### config.mk
export PLATFORM = sky130hd
export DESIGN_NAME = ranging_sequencer
export DESIGN_NICKNAME = d
export VERILOG_FILES = /design/src/rtl/ranging_pkg.sv /design/src/rtl/ranging_sequencer_echo_sync.sv /design/src/rtl/ranging_sequencer.sv
export SDC_FILE = /design/constraint.sdc
export NUM_CORES = 1
export LEC_CHECK = 0
export ABC_AREA = 1
export ABC_CLOCK_PERIOD_IN_PS = 2750
export BUFFER_PORTS_ARGS = -buffer_cell sky130_fd_sc_hd__buf_4
export CELL_PAD_IN_SITES_DETAIL_PLACEMENT = 1
export CELL_PAD_IN_SITES_GLOBAL_PLACEMENT = 1
export CORE_UTILIZATION = 35
export CTS_CLUSTER_SIZE = 8
export DETAILED_ROUTE_END_ITERATION = 10
export PLACE_DENSITY_LB_ADDON = 0.1
export SKIP_CTS_REPAIR_TIMING = 1
export SYNTH_ARGS = -nofsm -noshare
export SYNTH_HDL_FRONTEND = slang
export SYNTH_SLANG_ARGS = --single-unit
export TNS_END_PERCENT = 50
### constraint.sdc
create_clock -name clk -period 2.75 [get_ports clk]
set_input_delay 0.4125 -clock clk [delete_from_list [all_inputs] [get_ports clk]]
set_output_delay 0.4125 -clock clk [all_outputs]
set_load 0.05 [all_outputs]
### src/rtl/ranging_pkg.sv
// ranging_pkg: FSM state encoding and distance constants shared by the ranging and BCD paths
package ranging_pkg;
    typedef enum logic [2:0] {IDLE, TRIG, WAIT_RISE, MEASURE, HOLDOFF} state_t;
    localparam int DIST_W = 12;
    localparam int MAX_CM_DEF = 999;
endpackage

### src/rtl/ranging_sequencer_echo_sync.sv
// echo_sync: 2-FF synchroniser for the raw echo pin with single-cycle rise/fall pulses
module echo_sync (
    input  logic clk,
    input  logic rst,
    input  logic echo,
    output logic rise,
    output logic fall
);
    logic meta_q, sync_q, prev_q;
    // metastability chain plus one delayed copy of the clean level for edge detection
    always_ff @(posedge clk or negedge rst) begin
        if (!rst) begin
            meta_q <= 1'b0;
            sync_q <= 1'b0;
            prev_q <= 1'b0;
        end else begin
            meta_q <= echo;
            sync_q <= meta_q;
            prev_q <= sync_q;
        end
    end
    assign rise = sync_q & ~prev_q;
    assign fall = ~sync_q & prev_q;
endmodule

### src/rtl/ranging_sequencer.sv
// ranging_sequencer: periodic ultrasonic trigger, echo-to-centimetre timing, averaging and timeout reporting
module ranging_sequencer
    import ranging_pkg::*;
#(
    parameter int TRIG_CYCLES         = 1000,
    parameter int PERIOD_CYCLES       = 6_000_000,
    parameter int ECHO_TIMEOUT_CYCLES = 2_400_000,
    parameter int CM_DIV              = 5800,
    parameter int MAX_CM              = MAX_CM_DEF,
    parameter int AVG_LOG2            = 2
) (
    input  logic              clk,
    input  logic              rst,
    input  logic              en,
    input  logic              echo,
    output logic              trig,
    output logic [DIST_W-1:0] distance,
    output logic              synch,
    output logic              err_timeout,
    output logic              busy
);
    localparam int PW = $clog2(PERIOD_CYCLES);
    localparam int TW = $clog2(ECHO_TIMEOUT_CYCLES);
    localparam int SW = $clog2(CM_DIV);
    localparam int AW = DIST_W + AVG_LOG2;
    localparam int CW = AVG_LOG2 + 1;

    state_t            state_q, state_d;
    logic [PW-1:0]     period_q, period_d;
    logic [TW-1:0]     tmo_q, tmo_d;
    logic [SW-1:0]     sub_q, sub_d;
    logic [DIST_W-1:0] cm_q, cm_d, sample_q, sample_d, distance_q, distance_d, cm_inc;
    logic [AW-1:0]     acc_q, acc_d, acc_n;
    logic [CW-1:0]     cnt_q, cnt_d, cnt_n;
    logic              sample_v_q, sample_v_d, trig_q, trig_d, synch_q, synch_d;
    logic              err_q, err_d, busy_q, busy_d;
    logic              rise, fall, wrap, tmo_hit, tmo_ev;

    echo_sync u_sync (
        .clk  (clk),
        .rst  (rst),
        .echo (echo),
        .rise (rise),
        .fall (fall)
    );

    assign wrap    = sub_q == SW'(CM_DIV - 1);
    assign cm_inc  = (cm_q == DIST_W'(MAX_CM)) ? cm_q : cm_q + DIST_W'(1);
    assign tmo_hit = tmo_q == TW'(ECHO_TIMEOUT_CYCLES - 1);

    // sequencing FSM, echo-width timing in cm, and the period/timeout counters
    always_comb begin
        state_d    = state_q;
        sub_d      = sub_q;
        cm_d       = cm_q;
        sample_d   = sample_q;
        sample_v_d = 1'b0;
        tmo_ev     = 1'b0;
        case (state_q)
            IDLE:      state_d = en ? TRIG : IDLE;
            TRIG:      state_d = (period_q == PW'(TRIG_CYCLES - 1)) ? WAIT_RISE : TRIG;
            WAIT_RISE: begin
                if (rise) begin
                    state_d = MEASURE;
                    sub_d   = '0;
                    cm_d    = '0;
                end else if (tmo_hit) begin
                    state_d = HOLDOFF;
                    tmo_ev  = 1'b1;
                end
            end
            MEASURE: begin
                if (fall) begin
                    state_d    = HOLDOFF;
                    sample_d   = wrap ? cm_inc : cm_q;
                    sample_v_d = 1'b1;
                end else if (tmo_hit) begin
                    state_d = HOLDOFF;
                    tmo_ev  = 1'b1;
                end else begin
                    sub_d = wrap ? '0 : sub_q + SW'(1);
                    cm_d  = wrap ? cm_inc : cm_q;
                end
            end
            HOLDOFF:   state_d = (period_q >= PW'(PERIOD_CYCLES - 1)) ? (en ? TRIG : IDLE) : HOLDOFF;
            default:   state_d = IDLE;
        endcase
        period_d = (state_d == TRIG && state_q != TRIG) ? '0 :
                   (state_q == IDLE) ? period_q : period_q + PW'(1);
        tmo_d    = (state_d != state_q) ? '0 : tmo_q + TW'(1);
        trig_d   = state_d == TRIG;
        busy_d   = state_d != IDLE;
    end

    // sample accumulation, batch averaging and timeout reporting toward the display path
    always_comb begin
        acc_n      = acc_q + AW'(sample_q);
        cnt_n      = cnt_q + CW'(1);
        acc_d      = acc_q;
        cnt_d      = cnt_q;
        distance_d = distance_q;
        err_d      = err_q;
        synch_d    = 1'b0;
        if (tmo_ev) begin
            acc_d      = '0;
            cnt_d      = '0;
            distance_d = DIST_W'(MAX_CM);
            err_d      = 1'b1;
            synch_d    = 1'b1;
        end else if (sample_v_q) begin
            acc_d = acc_n;
            cnt_d = cnt_n;
            if (cnt_n == CW'(1 << AVG_LOG2)) begin
                acc_d      = '0;
                cnt_d      = '0;
                distance_d = DIST_W'(acc_n >> AVG_LOG2);
                err_d      = 1'b0;
                synch_d    = 1'b1;
            end
        end
    end

    // state and datapath registers
    always_ff @(posedge clk or negedge rst) begin
        if (!rst) begin
            state_q    <= IDLE;
            period_q   <= '0;
            tmo_q      <= '0;
            sub_q      <= '0;
            cm_q       <= '0;
            sample_q   <= '0;
            sample_v_q <= 1'b0;
            acc_q      <= '0;
            cnt_q      <= '0;
            distance_q <= '0;
            trig_q     <= 1'b0;
            synch_q    <= 1'b0;
            err_q      <= 1'b0;
            busy_q     <= 1'b0;
        end else begin
            state_q    <= state_d;
            period_q   <= period_d;
            tmo_q      <= tmo_d;
            sub_q      <= sub_d;
            cm_q       <= cm_d;
            sample_q   <= sample_d;
            sample_v_q <= sample_v_d;
            acc_q      <= acc_d;
            cnt_q      <= cnt_d;
            distance_q <= distance_d;
            trig_q     <= trig_d;
            synch_q    <= synch_d;
            err_q      <= err_d;
            busy_q     <= busy_d;
        end
    end

    assign trig        = trig_q;
    assign distance    = distance_q;
    assign synch       = synch_q;
    assign err_timeout = err_q;
    assign busy        = busy_q;
endmodule

* Word level (Yosys, flattened, before mapping)
Index checks and enable logic that the tools add are counted.
Widths: inputs -> output; s select.
** Word-level totals
- Register bits :: 122
- Input bits :: 4
- Output and inout bits :: 16
** Operators by class
- Equality and inequality tests :: 16
- Muxes and demuxes :: 42
- Bitwise operators :: 4
- Add/subtract/negate cells :: 6
- Reductions and logical operators :: 9
- Order comparisons :: 1
** Operators by type and width (number)
- $mux 12 :: 8
- $mux 13 :: 4
- $mux 23 :: 2
- $mux 14 :: 3
- $pmux 13 s2 :: 1
- $pmux 12 s2 :: 1
- $add 23x1->23 const B :: 1
- $eq 23x10->1 const B :: 1
- $ge 23x23->1 const B :: 1
- $add 22x1->22 const B :: 1
- $eq 22x22->1 const B :: 1
- $mux 22 :: 1
- $mux 3 :: 7
- $pmux 3 s5 :: 1
- $add 14x12->14 :: 1
- $add 13x1->13 const B :: 1
- $eq 13x13->1 const B :: 1
- $add 12x1->12 const B :: 1
- $eq 12x10->1 const B :: 1
- $mux 1 :: 12
- $ne 2x2->1 const B :: 4
- $eq 3x1->1 const B :: 2
- $eq 3x2->1 const B :: 2
- $eq 3x3->1 const B :: 2
- other kinds (13) :: 18

* Longest topological paths before layout
Gate-level depths: netlist of the first run.
- Word-level depth :: 7
- Gate-level depth with buffers :: 16
- Depth with buffers taken out :: 15

* By module
A second synthesis of the first run with hierarchy kept.
** Second synthesis, totals
- Cell total of the unflattened synthesis :: 890
- Area total of the unflattened synthesis :: 6934.2 um^2
** Modules (own cells, without submodules)
- ranging_sequencer :: times used 1, cells each 883, area an instance 6844.1 um^2
- echo_sync :: times used 1, cells each 7, area an instance 90.1 um^2

* Worst setup path after synthesis of the first run
Ideal clock, no wire load.
- Kind :: register to register
- Start point :: register sample_q[0]
- End point :: register acc_q[10]
- Buffers on the path :: 0
- Path slack :: 0.878 ns
- Period minus slack after synthesis :: 1.872 ns
- Arrival :: 1.745 ns
- Stages on the path, launching flop included :: 10
- Path through :: dfrtp_1 -> ha_1 -> fa_1 -> nand3_1 -> nand2_1 -> a21oi_1 -> nor2_1 -> nor2_1 -> xor2_1 -> o21ai_0
** Between the ends
- Word-level cells in the longest chain between the ends :: 4
** RTL lines
- start, declared :: RTL line ranging_sequencer.sv:32 : logic [DIST_W-1:0] cm_q, cm_d, sample_q, sample_d, distance_q, distance_d, cm_inc;
- start signal, assigned :: RTL line ranging_sequencer.sv:146 : sample_q <= sample_d;
- $add 14x12->14 :: RTL line ranging_sequencer.sv:97 : acc_n = acc_q + AW'(sample_q);
- $mux 14 :: RTL line ranging_sequencer.sv:113 : if (cnt_n == CW'(1 << AVG_LOG2)) begin
- $mux 14 :: RTL line ranging_sequencer.sv:110 : end else if (sample_v_q) begin
- $mux 14 :: RTL line ranging_sequencer.sv:104 : if (tmo_ev) begin
- end signal, assigned :: RTL line ranging_sequencer.sv:133 : acc_q <= '0;
- end signal, assigned :: RTL line ranging_sequencer.sv:148 : acc_q <= acc_d;
- end, declared :: RTL line ranging_sequencer.sv:33 : logic [AW-1:0] acc_q, acc_d, acc_n;
No other way between the ends. The select of a mux whose other input is x is not followed.
A chain may end at the register's enable or synchronous reset.

* Final worst setup path of the first run
- Start point :: register tmo_q[0]
- End point :: register distance_q[8] (netlist: distance[8])
** Between the ends
- Word-level cells in the longest chain between the ends :: 6
- Elaborated cells on any way between the ends :: 9
** RTL lines
- start, declared :: RTL line ranging_sequencer.sv:30 : logic [TW-1:0] tmo_q, tmo_d;
- start signal, assigned :: RTL line ranging_sequencer.sv:143 : tmo_q <= tmo_d;
- $eq 22x22->1 * :: RTL line ranging_sequencer.sv:49 : assign tmo_hit = tmo_q == TW'(ECHO_TIMEOUT_CYCLES - 1);
- $mux 1 * :: RTL line ranging_sequencer.sv:67, ranging_sequencer.sv:77
- $mux 1 (on tied branches) :: RTL line ranging_sequencer.sv:73, ranging_sequencer.sv:63
- $pmux 1 s2 * :: RTL line ranging_sequencer.sv:59 : case (state_q)
- $reduce_bool 2->1 (no source line)
- $reduce_and 2->1 (no source line)
- end signal, assigned :: RTL line ranging_sequencer.sv:150 : distance_q <= distance_d;
- end, declared :: RTL line ranging_sequencer.sv:32
Mark *: on every way between the ends. The rest lies on a longest branch, timed or not.

==> qor.txt, run 1 <==
commonest non-fill, non-tap cells in the layout - nand2_1 (183), dfrtp_1 (122), nor2_1 (99)
final core utilization - 0.419
DRT antenna net count - 0
final hold vios - 23
Num CTS Buffers - 17
Max stage delay on crit path - 0.37 ns
worst skew pair latency - 0.42 ns
Sum Neg Setup Slack - 0 ns
CP arrival - 2.62 ns
PwrDens - 536 mW/mm²
YS warnings - 0
final hold slack - -0.0305 ns
GR Util All Layers - 0.196
clk slew on worst S/H paths - 0.06 ns
commonest non-fill, non-tap cell in the layout - nand2_1
fmax - 428 MHz
Max Fanout on Critical Path - 13
crit share post-route - 0.849
start point of the critical path - tmo_q[0]$_DFF_PN0_
ant diodes - 0
CTS sink count - 122
total gr overflow - 0
Initial DRC Count - 202
final setup vio count - 0
total power - 0.00427 W
max_slew headroom - 0.561
FF-to-FF setup slack - 0.42 ns
First-pass DRT Iterations - 4
maximum vdd drop - 0.379 mV
FF-to-FF Start - tmo_q[0]$_DFF_PN0_
worst reg2reg path endpoint - distance[8]$_DFFE_PN0P_
fin nets - 921
FFs w/ async S/R, synth - 1.00
detailed placement HPWL - 13,300 µm
Placeable Area - 0.0190 mm²
IO buf count - 19
largest net degree at the start of global routing - 50
cell family with most CP delay - simple AND/OR/NAND/NOR gates
Hold Crit Class - input port to async pin
cell mode on critical path - nand2_1
minimum clock period - 2.33 ns
Max Cap Viol - 0
Critical Path Slowest Stage Cell - dfrtp_1
Critical Path RT - 3.04 ns
worst slew pin tran - 0.652 ns
Setup crit end kind - register
Setup crit start kind - register
vias in the first global route - 6,291
wire length of the first global-routing pass - 31,400 µm
WS Path Type - register to register
die area - 0.0202 mm²
gp weighted congestion - 0.841
Yosys reg bits - 122
Post-Syn Area per Cell - 7.94 µm²
static leakage - 3.71 nW
syn_nets - 890
fraction of layout cells with a size suffix above 1 - 0.126
vias post-DR - 5,842
post-synth cell types - 41
H-tree depth - 4
std cell rows - 50
final slew viol count - 0
status - finished with violations
DRC - 0
wire per inst - 15.3 µm
CTS tree - built
RSZ-0062 raised after global routing - false
Setup Skew - 0.0102 ns
Cell Chain, Critical Path - ha_1 -> nand3_2 -> nor2_4 -> nand3_1 -> o21bai_4 -> nand2_1 -> nand2_1 -> inv_2 -> a21oi_1
drt total wl - 17,900 µm
height of the die - 142 µm
Netlist Area Pre-Place - 0.00688 mm²
Mapped Cells - 867
violated checks - hold timing
Post-synth EDFFs - 0
clk root buf - clkbuf_16
Top Ports - 20
CTS Buffer Depth - 2
die span in x - 142 µm
antenna violations before repair - 0
Critical path buffers and inverters - 1
vias per cell - 4.99
ys flop type - dfrtp_1
Area Overhead vs Synth - 15.8%
reg2reg path depth - 9
sequential-to-total area share from yosys stat - 0.444
initial core utilization - 0.362
[synthesized netlist by cell type (5+ instances only)]
cell type | instances | area [µm²]
nand2_1 | 183 | 687
buf_2 | 6 | 30.0
dfrtp_1 | 122 | 3050
inv_1 | 86 | 323
nand3b_1 | 5 | 37.5
nand4_1 | 23 | 144
nor2_4 | 5 | 56.3
nor2_1 | 99 | 372
a21oi_1 | 43 | 215
o21ai_0 | 35 | 175
nor4_1 | 8 | 50.1
o21ai_1 | 19 | 95.1
xnor2_1 | 11 | 96.3
inv_2 | 16 | 60.1
ha_1 | 18 | 225
xor2_1 | 40 | 350
nor3_1 | 37 | 185
nor2_2 | 23 | 144
nand3_1 | 49 | 245
[logic make-up after synthesis]
kind of cell / count (synthesis) / share of synthesized area
buffers and inverters: 116 / 0.0680
and+or+nand+nor: 445 / 0.298
AOI/OAI and AO/OA: 114 / 0.0902
DFF: 122 / 0.444
xor gates and xnor gates: 51 / 0.0649
adders and majority gates: 19 / 0.0356
[layout make-up]
cell class / instances / area, µm²
clock buffer: 21 / 470
clock inverter: 11 / 168
fill: 2323 / 11100
inverter: 103 / 389
multi-input combinational: 629 / 3360
sequential: 122 / 3050
tap: 260 / 325
timing repair buffer: 25 / 200
[sequential cells by signal, summed over array words and instances (netlist names)]
| name | flops |
|---|---|
| period_q | 23 |
| tmo_q | 22 |
| acc_q | 14 |
| sub_q | 13 |
| cm_q | 12 |
| distance | 12 |
| sample_q | 12 |
| cnt_q | 3 |
| state_q | 3 |
| busy | 1 |
| err_timeout | 1 |
| sample_v_q | 1 |
| synch | 1 |
| trig | 1 |
| u_sync.meta_q | 1 |
| u_sync.prev_q | 1 |
| u_sync.sync_q | 1 |
[worst max-delay path by stage]
stage / endpoint / slack, ns / cells past startpoint
global placement: distance[9]$_DFFE_PN0P_ / 0.55 / 9
floorplan: acc_q[10]$_DFFE_PN0P_ / 0.88 / 9
CTS: distance[8]$_DFFE_PN0P_ / 0.38 / 9
detailed placement: distance[8]$_DFFE_PN0P_ / 0.39 / 9
finish: distance[8]$_DFFE_PN0P_ / 0.42 / 9
global route: distance[6]$_DFFE_PN0P_ / 0.17 / 9
[through the flow]
step / area [µm²] / instances / worst slack (ns)
global placement: 7330 / 1139 / 0.547
detailed placement: 7330 / 1139 / 0.389
CTS: 7970 / 1171 / 0.377
global route: 7970 / 1171 / 0.167
floorplan: 6880 / 867 / 0.878
finish: 7970 / 1171 / 0.416
[metal layers]
metal / GRT usage / vias up / share of wire
met4: 0.0498 / 0 / 0.011
met2: 0.331 / 47 / 0.49
li1: - / 2896 / -
met1: 0.256 / 2885 / 0.48
met3: 0.0373 / 14 / 0.017
met5: 0 / - / 0
[power breakdown]
part / switching (W) / total [W] / leakage (nW) / internal [W]
registers: 0.00000137 / 0.00180 / 1.59 / 0.00180
clock network: 0.000838 / 0.00243 / 0.309 / 0.00159
logic: 0.0000400 / 0.0000484 / 1.81 / 0.00000840
total: 0.000880 / 0.00427 / 3.71 / 0.00339
[worst reg2reg max path, cell delays in order, from the launching register on]
cell      delay, ns
dfrtp_1        0.37
ha_1           0.26
nand3_2        0.15
nor2_4         0.19
nand3_1        0.19
o21bai_4       0.28
nand2_1        0.35
nand2_1        0.17
inv_2          0.16
a21oi_1        0.09
(Power assumes the default switching activity.)
==> run 2: changes to the inputs <==
--- a/config.mk
+++ b/config.mk
@@ -6,7 +6,7 @@
 export NUM_CORES = 1
 export LEC_CHECK = 0
 export ABC_AREA = 1
-export ABC_CLOCK_PERIOD_IN_PS = 2750
+export ABC_CLOCK_PERIOD_IN_PS = 2400
 export BUFFER_PORTS_ARGS = -buffer_cell sky130_fd_sc_hd__buf_4
 export CELL_PAD_IN_SITES_DETAIL_PLACEMENT = 1
 export CELL_PAD_IN_SITES_GLOBAL_PLACEMENT = 1
==> constraint.sdc (replaced) <==
create_clock -name clk -period 2.4 [get_ports clk]
set_input_delay 0.36 -clock clk [delete_from_list [all_inputs] [get_ports clk]]
set_output_delay 0.36 -clock clk [all_outputs]
set_load 0.05 [all_outputs]
==> run 2 against run 1 <==
Net effect: the run now ends clean; sequential share of layout area decreased by 0.066 points; total power grew 8.4%; core utilization increased by 0.072 points.
==> qor.txt, run 2 (same netlist as run 1, synthesis figures left out) <==
CP arrival - 2.48 ns
crit share post-route - 0.883
RSZ-0062 raised after global routing - false
H-tree depth - 4
worst reg2reg path endpoint - tmo_q[13]$_DFF_PN0_
Max stage delay on crit path - 0.40 ns
DRT antenna net count - 0
vias post-DR - 5,816
initial core utilization - 0.362
Placed Cells - 1,143
final hold slack - 0.0351 ns
Setup crit end kind - register
flip-flop count of the largest register after layout - 23
Num CTS Buffers - 17
IO buf count - 19
Area Overhead vs Synth - 16.0%
fmax - 472 MHz
start point of the critical path - period_q[0]$_DFFE_PN0P_
fin worst setup slack - 0.281 ns
maximum vdd drop - 0.441 mV
std cell rows - 50
Critical Path RT - 2.76 ns
die area - 0.0202 mm²
CTS Buffer Depth - 2
First-pass DRT Iterations - 4
worst slew pin tran - 0.529 ns
Layout Cells excl Fill - 1,176
fraction of layout cells with a size suffix above 1 - 0.131
vias in the first global route - 6,310
Hold Crit Class - input port to register
Placeable Area - 0.0190 mm²
static leakage - 3.70 nW
cell mode on critical path - nand2_1
Placement Setup Slack - 0.159 ns
height of the die - 142 µm
die span in x - 142 µm
final setup vio count - 0
Max Cap Viol - 0
Cell Chain, Critical Path - ha_1 -> nand2_1 -> nor2_4 -> nand3_1 -> nor2_1 -> nor2_1 -> nand2_1 -> nand2_1 -> nand2_1 -> nand2_4 -> nand2_2 -> nand2_1 -> nand2_2 -> nand2_8 -> nor2_2
CTS sink count - 122
ant diodes - 0
Critical path buffers and inverters - 0
antenna violations before repair - 0
WS Path Type - register to register
commonest non-fill, non-tap cells in the layout - nand2_1 (183), dfrtp_1 (122), nor2_1 (99)
Reg with most FFs - period_q
vias per cell - 4.95
Sum Neg Setup Slack - 0 ns
max_slew headroom - 0.644
wire length of the first global-routing pass - 32,000 µm
minimum clock period - 2.12 ns
fin nets - 926
WP depth - 15
Critical Path Slowest Stage Cell - dfrtp_1
CTS tree - built
final hold vios - 0
largest net degree at the start of global routing - 51
Regs by FF count - period_q (23), tmo_q (22), acc_q (14)
GR Util All Layers - 0.201
gp weighted congestion - 0.826
Initial DRC Count - 242
Hold Path Stages - 1
wire per inst - 15.4 µm
Max Fanout on Critical Path - 22
FF-to-FF setup slack - 0.28 ns
total gr overflow - 0
Setup Skew - 0.0128 ns
worst skew pair latency - 0.43 ns
detailed placement HPWL - 13,300 µm
final slew viol count - 0
clk root buf - clkbuf_16
clk slew on worst S/H paths - 0.06 ns
Setup crit start kind - register
cell family with most CP delay - simple AND/OR/NAND/NOR gates
drt total wl - 18,100 µm
FF-to-FF Start - period_q[0]$_DFFE_PN0P_
commonest non-fill, non-tap cell in the layout - nand2_1
DRC - 0
status - finished clean
Worst Setup EP - tmo_q[13]$_DFF_PN0_
total power - 0.00463 W
PwrDens - 581 mW/mm²
Top Ports - 20
reg2reg path depth - 15
==> run 2: cell types whose count changed in the layout (fill, tap and decap cells not counted), moves of 2 or more <==
| cell | previous run | this run |
|---|---|---|
| inv_6 | 0 | 7 |
| clkinvlp_4 | 2 | 5 |
| clkbuf_8 | 3 | 1 |
| bufinv_16 | 4 | 1 |
| clkinv_2 | 3 | 1 |
| buf_12 | 1 | 3 |
| buf_4 | 24 | 26 |
| clkinv_4 | 2 | 0 |
==> run 2: worst min-delay path by stage <==
stage	startpoint	to	slack, ns
6_report	echo	u_sync.meta_q$_DFF_PN0_	0.04
5_1_grt	echo	u_sync.meta_q$_DFF_PN0_	0.02
4_1_cts	rst	tmo_q[11]$_DFF_PN0_	-0.11
3_5_place_dp	u_sync.meta_q$_DFF_PN0_	u_sync.sync_q$_DFF_PN0_	0.34
3_3_place_gp	u_sync.meta_q$_DFF_PN0_	u_sync.sync_q$_DFF_PN0_	0.33
2_1_floorplan	rst	acc_q[0]$_DFFE_PN0P_	0.06
==> run 2: through the flow <==
step / utilization / cell area [µm²]
5_1_grt: 0.420 / 7980
6_report: 0.420 / 7980
3_5_place_dp: 0.388 / 7380
4_1_cts: 0.418 / 7960
3_3_place_gp: 0.388 / 7380
2_1_floorplan: - / 6880
==> run 2: routing by layer <==
layer	up-vias	global-route usage	wire [µm]
met2	42	0.334	8820
met5	-	0	0
met1	2856	0.263	8740
li1	2904	-	-
met3	14	0.0384	355
met4	0	0.0651	158
==> run 2: worst register-to-register path, stage by stage (launching register included) <==
cell	delay, ns
dfrtp_1	0.40
ha_1	0.19
nand2_1	0.14
nor2_4	0.14
nand3_1	0.10
nor2_1	0.11
nor2_1	0.05
nand2_1	0.07
nand2_1	0.05
nand2_1	0.10
nand2_4	0.12
nand2_2	0.11
nand2_1	0.07
nand2_2	0.12
nand2_8	0.16
nor2_2	0.13
==> run 2: cell type report <==
type / instances / area, µm²
Clock buffer: 18 / 439
Multi-Input combinational cell: 629 / 3380
Fill cell: 2385 / 11000
Clock inverter: 14 / 134
Tap cell: 260 / 325
Sequential cell: 122 / 3050
Inverter: 103 / 389
Timing Repair Buffer: 30 / 265
==> run 2: power breakdown <==
group          switching [W]  internal, W
combinational      0.0000466    0.0000119
clock                0.00104      0.00147
sequential        0.00000142      0.00206
